**src/rtl/writeback_stage_pkg.sv**
```systemverilog
// Shared writeback-select and load funct3 encodings.
// Decode and MEM use the same encodings.
package writeback_stage_pkg;

    typedef enum logic [1:0] {
        WbSelAlu  = 2'b00,
        WbSelLoad = 2'b01,
        WbSelPc4  = 2'b10,
        WbSelImm  = 2'b11
    } wb_sel_e;

    localparam logic [2:0] LOAD_LB  = 3'b000;
    localparam logic [2:0] LOAD_LH  = 3'b001;
    localparam logic [2:0] LOAD_LW  = 3'b010;
    localparam logic [2:0] LOAD_LBU = 3'b100;
    localparam logic [2:0] LOAD_LHU = 3'b101;

endpackage

```
**src/rtl/writeback_stage_load_extend.sv**
```systemverilog
// Selects the addressed byte/half of a loaded word and sign/zero extends it.
module writeback_stage_load_extend
    import writeback_stage_pkg::*;
#(
    parameter int unsigned XLEN = 32
) (
    input  logic [2:0]      funct3,
    input  logic [1:0]      addr,
    input  logic [XLEN-1:0] word,
    output logic [XLEN-1:0] result
);

    logic [7:0]  byte_v;
    logic [15:0] half_v;

    always_comb begin
        byte_v = word[{addr, 3'b000} +: 8];
        // addr[0] is ignored for halfword loads
        half_v = addr[1] ? word[31:16] : word[15:0];
        unique case (funct3)
            LOAD_LB:  result = {{(XLEN - 8){byte_v[7]}}, byte_v};
            LOAD_LBU: result = {{(XLEN - 8){1'b0}}, byte_v};
            LOAD_LH:  result = {{(XLEN - 16){half_v[15]}}, half_v};
            LOAD_LHU: result = {{(XLEN - 16){1'b0}}, half_v};
            LOAD_LW:  result = word;
            default:  result = word;
        endcase
    end

endmodule

```
**src/rtl/writeback_stage.sv**
```systemverilog
// MEM/WB pipeline register with writeback mux, register-file write port,
// forwarding bus, retire trace and retired-instruction counter.
module writeback_stage
    import writeback_stage_pkg::*;
#(
    parameter int unsigned XLEN  = 32,
    parameter int unsigned CNT_W = 64
) (
    input  logic             clk,
    input  logic             rst,
    input  logic             stall,
    input  logic             flush,
    input  logic             mem_valid,
    input  logic [XLEN-1:0]  mem_pc,
    input  logic [4:0]       mem_rd,
    input  logic             mem_reg_we,
    input  logic [1:0]       mem_wb_sel,
    input  logic [2:0]       mem_funct3,
    input  logic [XLEN-1:0]  mem_alu_result,
    input  logic [XLEN-1:0]  mem_imm,
    input  logic [XLEN-1:0]  mem_load_data,
    output logic             rf_we,
    output logic [4:0]       rf_rd,
    output logic [XLEN-1:0]  rf_wd,
    output logic             fwd_valid,
    output logic [4:0]       fwd_rd,
    output logic [XLEN-1:0]  fwd_data,
    output logic             wb_have_inst,
    output logic [XLEN-1:0]  wb_pc,
    output logic             wb_ena,
    output logic [4:0]       wb_reg,
    output logic [XLEN-1:0]  wb_value,
    output logic [CNT_W-1:0] instret
);

    typedef struct packed {
        logic            valid;
        logic [XLEN-1:0] pc;
        logic [4:0]      rd;
        logic            reg_we;
        logic [1:0]      wb_sel;
        logic [2:0]      funct3;
        logic [XLEN-1:0] alu_result;
        logic [XLEN-1:0] imm;
        logic [XLEN-1:0] load_data;
    } wb_reg_t;

    wb_reg_t          wb_q, wb_d;
    logic             retired_q, retired_d;
    logic [CNT_W-1:0] instret_q, instret_d;
    logic [XLEN-1:0]  load_ext;
    logic [XLEN-1:0]  wd;
    logic             we;
    logic             have_inst;

    writeback_stage_load_extend #(
        .XLEN (XLEN)
    ) u_load_extend (
        .funct3 (wb_q.funct3),
        .addr   (wb_q.alu_result[1:0]),
        .word   (wb_q.load_data),
        .result (load_ext)
    );

    always_comb begin
        wb_d      = wb_q;
        retired_d = retired_q;
        if (flush) begin
            wb_d      = '0;
            retired_d = 1'b0;
        end else if (stall) begin
            // A held instruction has already announced itself after its first cycle
            retired_d = retired_q | wb_q.valid;
        end else begin
            wb_d.valid      = mem_valid;
            wb_d.pc         = mem_pc;
            wb_d.rd         = mem_rd;
            wb_d.reg_we     = mem_reg_we;
            wb_d.wb_sel     = mem_wb_sel;
            wb_d.funct3     = mem_funct3;
            wb_d.alu_result = mem_alu_result;
            wb_d.imm        = mem_imm;
            wb_d.load_data  = mem_load_data;
            retired_d       = 1'b0;
        end
        // Counts the current pulse even when a flush lands on the same edge
        instret_d = have_inst ? instret_q + CNT_W'(1) : instret_q;
    end

    always_ff @(posedge clk) begin
        if (rst) begin
            wb_q      <= '0;
            retired_q <= 1'b0;
            instret_q <= '0;
        end else begin
            wb_q      <= wb_d;
            retired_q <= retired_d;
            instret_q <= instret_d;
        end
    end

    always_comb begin
        unique case (wb_sel_e'(wb_q.wb_sel))
            WbSelAlu:  wd = wb_q.alu_result;
            WbSelLoad: wd = load_ext;
            WbSelPc4:  wd = wb_q.pc + XLEN'(4);
            WbSelImm:  wd = wb_q.imm;
            default:   wd = wb_q.alu_result;
        endcase
    end

    assign we        = wb_q.valid & wb_q.reg_we & (wb_q.rd != 5'd0);
    assign have_inst = wb_q.valid & ~retired_q;

    assign rf_we        = we;
    assign rf_rd        = wb_q.rd;
    assign rf_wd        = wd;
    assign fwd_valid    = we;
    assign fwd_rd       = wb_q.rd;
    assign fwd_data     = wd;
    assign wb_have_inst = have_inst;
    assign wb_pc        = wb_q.pc;
    assign wb_ena       = we & have_inst;
    assign wb_reg       = wb_q.rd;
    assign wb_value     = wd;
    assign instret      = instret_q;

endmodule

```
**config.mk**
```make
export PLATFORM = sky130hd
export DESIGN_NAME = writeback_stage
export DESIGN_NICKNAME = d
export VERILOG_FILES = /design/src/rtl/writeback_stage_pkg.sv /design/src/rtl/writeback_stage_load_extend.sv /design/src/rtl/writeback_stage.sv
export SDC_FILE = /design/constraint.sdc
export NUM_CORES = 1
export LEC_CHECK = 0
export BUFFER_PORTS_ARGS = -buffer_cell sky130_fd_sc_hd__buf_2
export CAP_MARGIN = 20
export CORE_ASPECT_RATIO = 0.7
export CORE_MARGIN = 8
export CORE_UTILIZATION = 51
export DETAILED_ROUTE_END_ITERATION = 8
export PLACE_DENSITY = 0.8
export REMOVE_ABC_BUFFERS = 1
export SYNTH_ARGS = -nofsm -noshare
export SYNTH_HDL_FRONTEND = slang
export SYNTH_SLANG_ARGS = --single-unit
```
**constraint.sdc**
```tcl
create_clock -name clk -period 2.6 [get_ports clk]
set_input_delay 0.13 -clock clk [delete_from_list [all_inputs] [get_ports clk]]
set_output_delay 0.13 -clock clk [all_outputs]
set_load 0.05 [all_outputs]
```
# Word-level counts from Yosys, hierarchy flattened
# Index checks and enable logic that the tools add are counted.
# Widths: inputs -> output; s select.
# classes
bitwise	7
shift	1
muxes	3
n_reduce_logical	5
addsub	2
n_eq_ne	6
# ops
cell	count
$pmux 32 s4	2
$add 64x1->64 const B	1
$add 32x3->32 const B	1
$shiftx 32x6->8	1
$mux 16	1
$eq 3x3->1 const B	2
$reduce_bool 5->1	1
$and 1x1->1	4
$eq 2x2->1 const B	2
$eq 3x1->1 const B	1
$logic_not 3->1	1
$reduce_or 3->1	1
$eq 2x1->1 const B	1
$logic_not 2->1	1
$not 1->1	2
$reduce_or 2->1	1
$or 1x1->1	1
# totals
elab_cells	35
input_bits	144
output_inout_bits	211
reg_bits	205

# Logic depth before layout (Yosys ltp)
# depth
ltp_word	3
mapped_depth	8
ltp_nobuf	6

# By module
# Synthesis repeated with hierarchy kept, for this count alone.
# unflattened
cells_unflattened	1157
area_unflattened_um2	10929.2
# modules_own_cells
module	seq_area_each_um2	n_inst	cells_per_inst	area_per_inst_um2
writeback_stage	4103.9	1	1061	10083.4
writeback_stage_load_extend	0.0	1	96	845.8

# Least setup slack after synthesis
# OpenSTA, ideal clock, no wires.
# synth_timing
path_kind	register to output
start	reg wb_q (netlist bit wb_pc[7])
end	out rf_wd[15]
t_required_ns	2.470
arrival_time_ns	3.343
n_path_buf	1
slack_ns	-0.873
stages_incl_launch_ff	7
cell_sequence	dfxtp_1 nand4_2 nor4_2 nand3_1 nor3b_1 o32ai_1 buf_4
# synth_between
elab_chain_cells	2
# synth_rtl
item	line	source
start: declaration	writeback_stage.sv:48	wb_reg_t wb_q, wb_d;
start signal: assignment	writeback_stage.sv:96	wb_q <= wb_d;
$add 32x3->32	writeback_stage.sv:106	WbSelPc4: wd = wb_q.pc + XLEN'(4);
$pmux 32 s4	writeback_stage.sv:103	unique case (wb_sel_e'(wb_q.wb_sel))
end: declaration	writeback_stage.sv:24	output logic [XLEN-1:0] rf_wd,
# Every way passes these cells.

# Worst setup path after layout
# layout_timing
start	reg wb_q (netlist bit wb_pc[3])
end	out rf_wd[24]
# Same word-level chain as after synthesis.

==> impl_metrics.csv <==
group,metric,value,unit
floorplanning,die_h,137.5,um
routing,drtAntennaViolNets,0,
synth,synth_compound_area_share,10.25,%
synth,synth.avg_cell_area,8.651,um2
timing,fin_setup_tns,-4.641,ns
synth,synth-simple-area-share,20.74,%
layout,final_common_cell,"buf_2",
timing,worst_slack,-0.3029,ns
critical_path,crit_chain,"ha_4 > nand4_1 > or4_4 > buf_6 > or3_4 > a21oi_4 > o32a_1 > buf_4 > buf_8",
layout,nets,1802,
outcome,violations,"setup timing",
clock_tree,cts_max_level,1,
synth,synth_xor_area_share,4.969,%
critical_path,worstPathRequired,2.47,ns
worst_hold_path,min-delay-path-class,"in2reg",
grt,grt_pass1_wl,65.98,mm
synth,syn-instance-count,1243,
synth,synth.distinct_cells,58,
layout,fin_cells,1950,
clock_tree,clk_latency,0.51,ns
grt,gr-total-overflow,0,
power_and_ir_drop,leakage,7.004,nW
timing,post-route-period-util,111.7,%
routing,wl_per_cell,23.46,um
power_and_ir_drop,vdd_drop_max,0.0004422,V
synth,synth_edf_count,0,
timing,fin_skew,0.01953,ns
clock_tree,cts_max_path_buffers,3,
timing,timing_worst_slew_pin_value,0.7094,ns
synth,synthFlopType,"dfxtp_1",
placement,placedCellCount,1750,
grt,antenna_found_initial,7,
critical_path,cp_max_fo,3,
critical_path,critical_path_class,"reg2out",
floorplanning,start_util,51.95,%
timing,rsz0062_at_grt,"yes",
critical_path,worst-r2r-setup-slack,0.31,ns
critical_path,crit_buf_inv,3,
layout,final_cell_mix,"271 x buf_2, 219 x nor2_1, 193 x dfxtp_1, 145 x mux2i_1, 140 x dlygate4sd3_1",
timing,finalHoldViolations,0,
timing,setup_viol_count_final,51,
timing,relSlewSlack,52.70,%
clock_tree,clk_pin_slew,0.07,ns
synth,synth_top_family_by_area,"simple AND/OR/NAND/NOR gates",
placement,hpwlAfterDp,27.57,mm
placement,io_buffers,354,
critical_path,arrival,2.77,ns
floorplanning,rows,44,
routing,drt_iter0_drc,1466,
job,drv_cap,0,
synth,synth.area.mux_share,14.74,%
clock_tree,cts_root_buffer,"clkbuf_16",
layout,syn2layout_area_growth,42.51,%
synth,synthAdderAreaFrac,0.2327,%
critical_path,path_delay_family,"simple AND/OR/NAND/NOR gates",
critical_path,critPathCaptureType,"primary output",
clock_tree,tritoncts,"built",
routing,dr_total_vias,11890,
power_and_ir_drop,powerDensity,526.6,mW/mm2
clock_tree,cts_buffers,21,
outcome,outcome,"complete, but fails checks",
routing,totalWireLength,45.75,mm
grt,grt_use_total,31.57,%
floorplanning,fp.dieW,189.6,um
grt,grt_pass1_vias,11420,
synth,synth_area,0.01075,mm2
floorplanning,core_area,0.02070,mm2
grt,grt_max_degree,65,
floorplanning,io_pins,355,
critical_path,cp-start-kind,"register",
routing,drc_errors,0,
critical_path,slowest_delay,0.52,ns
synth,synth_warnings,0,
critical_path,critPathSlowestCell,"or4_4",
routing,dr.pass1.iters,6,
clock_tree,clock_sinks,205,
timing,min_period,2.903,ns
timing,fmaxAchievable,344.5,MHz
synth,async_flop_share,0,%
synth,seq_area_frac_synth,38.17,%
synth,synth-seq-cells,205,
routing,viasPerCell,6.095,
placement,gp_congestion,0.9601,
floorplanning,dieArea,0.02606,mm2
layout,drive_above_1_share,33.17,%
timing,drv_slew,0,
flip-flops by register name (all words and copies together), names as in the netlist:
register,count
fwd_rd,5
wb_pc,32
instret,64
retired_q,1
wb_q,103
per-layer routing:
layer | track usage, % | part of all wire [%] | routed length [um]
met3 | 10.14 | 12 | 5634
met2 | 51.59 | 45 | 20650
met5 | 0 | 0 | 0
met4 | 13.98 | 5.9 | 2706
met1 | 37.87 | 37 | 16750
cell usage after synthesis (all sizes together) (2+ instances only):
cell type,number,area share [%]
a211o,3,0.24
a211oi,5,0.35
a21oi,59,2.7
a22oi,11,0.77
a2bb2oi,3,0.24
a31oi,8,0.47
and2,4,0.23
and3,10,0.58
and4,11,0.90
buf,128,8.4
clkbuf,57,2.0
dfxtp,205,38
ha,2,0.23
inv,13,0.45
mux2,5,0.52
mux2i,146,14
mux4,3,0.63
nand2,64,2.3
nand2b,2,0.12
nand3,38,1.8
nand4,41,2.9
nor2,221,7.7
nor2b,4,0.23
nor3,12,0.56
nor3b,3,0.21
nor4,8,1.0
o211ai,4,0.28
o21a,3,0.21
o21ai,31,1.4
o221a,4,0.42
o221ai,10,0.81
o22a,2,0.16
o22ai,3,0.17
o311ai,4,0.33
o31a,4,0.33
o31ai,11,0.77
or2,3,0.17
or3,19,1.1
or4,10,0.70
xnor2,16,1.3
xor2,45,3.7
tightest hold or removal path, cell delays in order:
cell,delay [ns]
buf_6,0.25
mux2i_1,0.19
nor2_1,0.08
metrics by stage:
step	setup slack, ns	utilization [%]	total power [mW]	area (um2)	hold slack [ns]
2_1_floorplan	-2.967	-	4.075	9629	0.1991
3_3_place_gp	0.04175	59.41	4.548	12300	0.3568
3_5_place_dp	0.01009	59.41	4.559	12300	0.3650
4_1_cts	-0.2789	71.95	7.881	14890	0.1773
5_1_grt	-0.4022	74.03	8.274	15320	0.2216
6_report	-0.3029	74.03	8.070	15320	0.1894
cells by family after synthesis:
kind of cell             Yosys count
flip-flops                       205
XOR/XNOR                          61
multiplexers                     154
AND/OR/NAND/NOR                  452
adder cells (fa/ha/maj)            2
buffers and inverters            198
AO/OA/AOI/OAI                    171
final cells by class:
class	instances	area, um2
Antenna cell	7	17.52
Clock buffer	27	568.0
Clock inverter	7	113.9
Fill cell	1306	5376
Inverter	13	48.80
Multi-Input combinational cell	840	5808
Sequential cell	205	4121
Tap cell	276	345.3
Timing Repair Buffer	575	4300
final timing paths:
| kind | endpoint | from | depth (start not counted) |
|---|---|---|---|
| hold / removal | wb_q[5]$_SDFFE_PP0N_ | stall | 3 |
| hold reg to reg | instret[63]$_SDFFE_PP0P_ | instret[63]$_SDFFE_PP0P_ | 2 |
| setup / recovery | rf_wd[24] | wb_pc[3]$_SDFFE_PP0N_ | 9 |
| setup reg to reg | instret[52]$_SDFFE_PP0P_ | instret[0]$_SDFFE_PP0P_ | 7 |
power by group:
part	internal [mW]	switching [mW]
logic	0.631	0.989
registers	3.21	0.0818
clock network	1.83	1.32
total	5.68	2.39
timing repair:
item | CTS | global route
setup buffers | 10 | 10
endpoints found under the hold margin | 140 | 0
resized for setup | 133 | 105
pin swaps | 14 | 15
hold buffers | 140 | 0
endpoints found under the setup margin | 78 | 95
Note: power is estimated with default switching activity, not from simulation.
